==> src/rtl/serial_pkg.sv <==
`default_nettype none
// ============================================================================
//  Module      : serial_pkg
//  Description : Shared definitions for the single-wire serial link
//                (frame state encoding and default bit-rate constants).
//  Revision    : 1.0 - initial release
// ============================================================================
package serial_pkg;

    // Frame state, shared with the future receiver
    typedef enum logic [1:0] {
        ST_IDLE  = 2'd0,
        ST_START = 2'd1,
        ST_DATA  = 2'd2,
        ST_STOP  = 2'd3
    } serial_state_e;

    localparam int CLK_HZ       = 50_000_000;
    localparam int BAUD         = 9600;
    localparam int CLKS_PER_BIT = CLK_HZ / BAUD;

endpackage
`default_nettype wire

==> src/rtl/serial_bit_timer.sv <==
`default_nettype none
// ============================================================================
//  Module      : bit_timer
//  Description : Counts 0..CLKS_PER_BIT-1 and flags the terminal count.
//                A clear forces the count back to zero on the next edge.
//  Revision    : 1.0 - initial release
// ============================================================================
module bit_timer #(
    parameter int CLKS_PER_BIT = 5208
) (
    input  logic clock,
    input  logic resetn,
    input  logic clear,
    output logic tick
);

    localparam int CNT_W = (CLKS_PER_BIT > 1) ? $clog2(CLKS_PER_BIT) : 1;
    localparam logic [CNT_W-1:0] LAST = CNT_W'(CLKS_PER_BIT - 1);

    logic [CNT_W-1:0] cnt_q;
    logic [CNT_W-1:0] cnt_d;

    assign tick = (cnt_q == LAST);

    // Next count: wrap at terminal count, restart on clear
    always_comb begin
        cnt_d = cnt_q + 1'b1;
        if (clear || tick) begin
            cnt_d = '0;
        end
    end

    // Count register
    always_ff @(posedge clock or negedge resetn) begin
        if (!resetn) begin
            cnt_q <= '0;
        end else begin
            cnt_q <= cnt_d;
        end
    end

endmodule
`default_nettype wire

==> src/rtl/serial_tx.sv <==
`default_nettype none
// ============================================================================
//  Module      : serial_tx
//  Description : Parallel-to-serial transmitter. Accepts a word over a
//                valid/ready handshake and sends start bit, data LSB first,
//                stop bit, each held CLKS_PER_BIT cycles. txd is registered.
//  Revision    : 1.0 - initial release
// ============================================================================
module serial_tx
    import serial_pkg::*;
#(
    parameter int CLKS_PER_BIT = serial_pkg::CLKS_PER_BIT,
    parameter int DATA_W       = 8
) (
    input  logic              clock,
    input  logic              resetn,
    input  logic [DATA_W-1:0] data_in,
    input  logic              valid,
    output logic              ready,
    output logic              busy,
    output logic              txd
);

    localparam int IDX_W = $clog2(DATA_W + 1);
    localparam logic [IDX_W-1:0] LAST_IDX = IDX_W'(DATA_W - 1);

    serial_state_e     state_q, state_d;
    logic [DATA_W-1:0] shift_q, shift_d;
    logic [IDX_W-1:0]  idx_q, idx_d;
    logic              txd_q, txd_d;
    logic              tick;
    logic              timer_clear;
    logic [DATA_W-1:0] shifted;

    // Timer held at zero while idle and restarted on every bit boundary,
    // so each new state (or shifted bit) begins with a full bit period.
    assign timer_clear = (state_q == ST_IDLE) || tick;
    assign shifted     = shift_q >> 1;

    bit_timer #(
        .CLKS_PER_BIT (CLKS_PER_BIT)
    ) u_bit_timer (
        .clock  (clock),
        .resetn (resetn),
        .clear  (timer_clear),
        .tick   (tick)
    );

    assign ready = (state_q == ST_IDLE);
    assign busy  = !ready;
    assign txd   = txd_q;

    // Next-state, shift register, bit index and next txd value
    always_comb begin
        state_d = state_q;
        shift_d = shift_q;
        idx_d   = idx_q;
        txd_d   = txd_q;
        case (state_q)
            ST_IDLE: begin
                txd_d = 1'b1;
                if (valid) begin
                    shift_d = data_in;
                    idx_d   = '0;
                    txd_d   = 1'b0;
                    state_d = ST_START;
                end
            end
            ST_START: begin
                if (tick) begin
                    txd_d   = shift_q[0];
                    state_d = ST_DATA;
                end
            end
            ST_DATA: begin
                if (tick) begin
                    if (idx_q == LAST_IDX) begin
                        txd_d   = 1'b1;
                        state_d = ST_STOP;
                    end else begin
                        shift_d = shifted;
                        txd_d   = shifted[0];
                        idx_d   = idx_q + 1'b1;
                    end
                end
            end
            ST_STOP: begin
                if (tick) begin
                    txd_d   = 1'b1;
                    state_d = ST_IDLE;
                end
            end
            default: begin
                txd_d   = 1'b1;
                state_d = ST_IDLE;
            end
        endcase
    end

    // State, datapath and output registers
    always_ff @(posedge clock or negedge resetn) begin
        if (!resetn) begin
            state_q <= ST_IDLE;
            shift_q <= '0;
            idx_q   <= '0;
            txd_q   <= 1'b1;
        end else begin
            state_q <= state_d;
            shift_q <= shift_d;
            idx_q   <= idx_d;
            txd_q   <= txd_d;
        end
    end

endmodule
`default_nettype wire

==> config.mk <==
export PLATFORM = sky130hd
export DESIGN_NAME = serial_tx
export DESIGN_NICKNAME = d
export VERILOG_FILES = /design/src/rtl/serial_pkg.sv /design/src/rtl/serial_bit_timer.sv /design/src/rtl/serial_tx.sv
export SDC_FILE = /design/constraint.sdc
export NUM_CORES = 1
export LEC_CHECK = 0
export ABC_CLOCK_PERIOD_IN_PS = 4600
export CAP_MARGIN = 25
export CORE_UTILIZATION = 40
export CTS_CLUSTER_DIAMETER = 40
export DETAILED_ROUTE_END_ITERATION = 8
export SLEW_MARGIN = 25
export SYNTH_ARGS = -nofsm -noshare
export SYNTH_HDL_FRONTEND = slang
export SYNTH_HIERARCHICAL = 1
export SYNTH_SLANG_ARGS = --single-unit
export TNS_END_PERCENT = 20
==> constraint.sdc <==
create_clock -name clock -period 4.6 [get_ports clock]
set_input_delay 0.46 -clock clock [delete_from_list [all_inputs] [get_ports clock]]
set_output_delay 0.46 -clock clock [all_outputs]
set_load 0.01 [all_outputs]
==> results.txt <==
For the worst-skew pair, the clock arrives at the later sink with an insertion delay of 0.27 ns. In the synthesized netlist the dominant register cell turns out to be sky130_fd_sc_hd__dfrtp_1. The first global-routing pass estimated 5.106 mm of wire. In the final design database the tool counted 181 nets.

The number of design rule violations left after detail routing was 0. The worst pin sits at a relative slew slack of 70.06%. In the synthesized netlist, the number of instances is 151. For the number of buffers added for setup after CTS, the log shows 0. The worst setup path is captured at an output pin.

Sequential elements use 46.52% of the synthesized area. The run gives 2.547 ns as the post-placement worst setup slack. The effective utilization at floorplan came out at 43.51%. In this run the biggest area consumer among cell types represents 44.78% of the synthesized area.

The aggregate negative setup slack was 0 ns; the net count after synthesis was 168. The total number of H-tree levels came out at 1. In this run, CTS created clock tree buffers numbering 3. Number of max-slew violations in the final report: 0. The largest net degree at the start of global routing was 29; the final cycle utilization of the critical path was 47.88%. Number of maximum-capacitance constraint violations: 0. The clock drives 28 sinks.

TritonCTS built the clock tree. The logs give 0.004022 mm2 for the area of the die and 2.398 ns for the final worst setup slack. Length of the first detailed-routing pass in iterations: 4. STA puts the critical path data required time at 4.14 ns. Input and output buffers added on the ports amount to 13. The number of different library cells used by synthesis comes to 44.

The number of top-level design ports was 14. The number of hold violations in the final report is 0. The mapped netlist covers 0.001509 mm2.

Clock skew on the completed layout was measured at 0.001391 ns. The number of antenna violations at the first check in global routing came out at 0. The transition time at the pin with the least slew margin is 0.4491 ns, and the average detailed-routed wire length per instance is 13.81 um. For this block, the initial DRC count from the detailed router was 83. In the global route stage, overall resource usage came out at 16.22%. Setup violations remaining at the end of the flow were counted as 0. The largest fanout of any net on the critical path came out at 8. Synthesis inferred 28 register bits. The detail route stage leaves a number of antenna-violating nets equal to 0. Mean instance size in the synthesized netlist: 9.993 um2. Routability-driven placement finished with a final weighted congestion of 0.7653.

By area the synthesized netlist is led by sky130_fd_sc_hd__dfrtp_1 (45%), sky130_fd_sc_hd__ha_1 (5.0%), sky130_fd_sc_hd__nor2_1 (5.0%). The tightest hold path in the finished design has a slack of 0.4968 ns. Yosys mapped a number of flops with a built-in enable equal to 0. The tools report the data arrival time of the critical path as 1.74 ns. Detailed placement ended at an HPWL of 2.053 mm.

Gates resized during post-CTS repair numbered 0. The worst path needs 2.202 ns of the cycle, external delays included. Dividing total power by cell area gives a power density of 497.3 mW/mm2.

In this run the deepest clock path goes through 2 buffers. Root cell of the clock tree: sky130_fd_sc_hd__clkbuf_8. For the number of warnings issued by yosys, the log shows 6. The clock-pin slew of the registers on the worst-case setup and hold paths works out to 0.09 ns.

The via count came out at 1148. The via count of the first global-routing pass was 1155. Largest area contributor in the synthesized netlist: sky130_fd_sc_hd__dfrtp_1. Across the VDD grid, the largest voltage drop is 0.0002051 V. The proportion of synthesized flip-flops having asynchronous set or reset works out to 100.0%. The min-delay analysis places its worst path in the category flip-flop to flip-flop. The floorplan step set the die width to 63.42 um.

Relative to the synthesized area, the layout overhead comes to 12.77%. The run finished with clean final reports. The worst setup path is launched from a flip-flop. The number of antenna diodes in the final layout is 0.

Of the cells placed in the final design, the portion with a size suffix greater than 1 is 12.27%. The leakage power of the design came out at 0.6936 nW. In the routed layout, each cell is associated on average with a via count of 5.493. Buffers inserted to repair hold after CTS numbered 0. Setup repair after global routing left no endpoint under its margin. The tools report the overall overflow remaining after global route as 0. The class of the most critical setup path was flip-flop to output pin.

The logs give 454.1 MHz for the top achievable clock speed and 0.003468 mm2 for the area of the core. After floorplanning, the core was divided into 21 placement rows. In this run the vertical extent of the chip is 63.42 um. For this block, the routed nets add up to 2.886 mm of wire.
[path summary, 6_finish.rpt]
| kind | startpoint | to | slack (ns) | depth (start not counted) |
|---|---|---|---|---|
| setup / recovery | state_q[0] | busy | 2.40 | 4 |
| max in group asynchronous | resetn | txd | 3.74 | 2 |
| hold reg to reg | u_bit_timer/cnt_q[0] | u_bit_timer/cnt_q[0] | 0.50 | 1 |
| min in group asynchronous | resetn | idx_q[1] | 0.56 | 2 |
| hold / removal | u_bit_timer/cnt_q[0] | u_bit_timer/cnt_q[0] | 0.50 | 1 |
| setup reg to reg | u_bit_timer/cnt_q[0] | u_bit_timer/cnt_q[5] | 2.54 | 6 |
[stage by stage]
stage	area, um2	utilization (%)	std cells	total power, mW
finish	1702	49.06	209	0.8462
global route	1702	49.06	209	0.9164
CTS	1702	49.06	209	0.8543
detailed placement	1657	47.76	205	0.7156
global placement	1657	47.76	205	0.7028
floorplan	1509	-	151	0.6321
[critical path, cell delays in order, from the launching register on]
cell and delay, ns:
sky130_fd_sc_hd__dfrtp_1 0.41, sky130_fd_sc_hd__inv_1 0.08, sky130_fd_sc_hd__ha_1 0.30, sky130_fd_sc_hd__inv_1 0.14
sky130_fd_sc_hd__clkdlybuf4s50_1 0.54
[cells in the mapped netlist (all sizes together) (4+ instances only)]
library cell and number:
a21oi 9, or3 6, o21ai 9, nand3 9
o31ai 4, or4 4, nor2 20, nand2 9
nand4 4, dfrtp 27, o22ai 7, buf 4
ha 6, inv 6
[cells in the final DEF, fill, tap and decap left out, types with 2 or more instances in the layout]
| cell | count |
|---|---|
| sky130_fd_sc_hd__inv_1 | 6 |
| sky130_fd_sc_hd__o21ai_0 | 9 |
| sky130_fd_sc_hd__clkbuf_8 | 3 |
| sky130_fd_sc_hd__nor2_1 | 20 |
| sky130_fd_sc_hd__a31oi_1 | 2 |
| sky130_fd_sc_hd__ha_1 | 6 |
| sky130_fd_sc_hd__o22ai_1 | 7 |
| sky130_fd_sc_hd__xor2_1 | 2 |
| sky130_fd_sc_hd__or3_2 | 2 |
| sky130_fd_sc_hd__dfrtp_1 | 27 |
| sky130_fd_sc_hd__a21oi_2 | 2 |
| sky130_fd_sc_hd__nand3_1 | 8 |
| sky130_fd_sc_hd__nand4_2 | 2 |
| sky130_fd_sc_hd__a21oi_1 | 7 |
| sky130_fd_sc_hd__clkdlybuf4s50_1 | 13 |
| sky130_fd_sc_hd__or3_1 | 4 |
| sky130_fd_sc_hd__nand4_1 | 2 |
| sky130_fd_sc_hd__o31ai_1 | 4 |
| sky130_fd_sc_hd__or4_4 | 2 |
| sky130_fd_sc_hd__nor3_1 | 2 |
| sky130_fd_sc_hd__or4_1 | 2 |
| sky130_fd_sc_hd__nand2_1 | 9 |
[registers in the layout, summed over array words and instances, names as in the netlist]
register           count
u_bit_timer/cnt_q     13
state_q                2
shift_q                8
txd                    1
idx_q                  4
[area by class of cell]
cell class,instances,area (um2)
inverters,6,22.52
clock buffers,4,45.04
repair buffers,14,137.6
multi-input cells,111,737.0
fillers,347,1767
well taps,46,57.56
flip-flops and latches,28,701.9
[cells by family after synthesis]
logic type                 count (synthesis)  share of synthesized area [%]
DFF                                       28                          46.52
AOI/OAI and AO/OA                         36                          15.59
muxes                                      2                          1.741
and+or+nand+nor                           64                          24.79
buffers and inverters                     12                          4.642
xor gates and xnor gates                   3                          1.742
adders and majority gates                  6                          4.975
[metal layers]
| metal | global-route usage [%] | part of all wire, % |
|---|---|---|
| met4 | 5.966 | 1.6 |
| met1 | 21.62 | 51 |
| met5 | 0 | 0 |
| met2 | 26.20 | 45 |
| met3 | 2.717 | 2.5 |
[where the power goes]
| part | internal, mW | leakage, nW | total, mW | switching, mW |
|---|---|---|---|---|
| Combinational | 0.159 | 0.319 | 0.349 | 0.191 |
| Clock | 0.0621 | 0.0228 | 0.136 | 0.0738 |
| Sequential | 0.310 | 0.352 | 0.361 | 0.0507 |
Power figures use the tool's default switching activity.
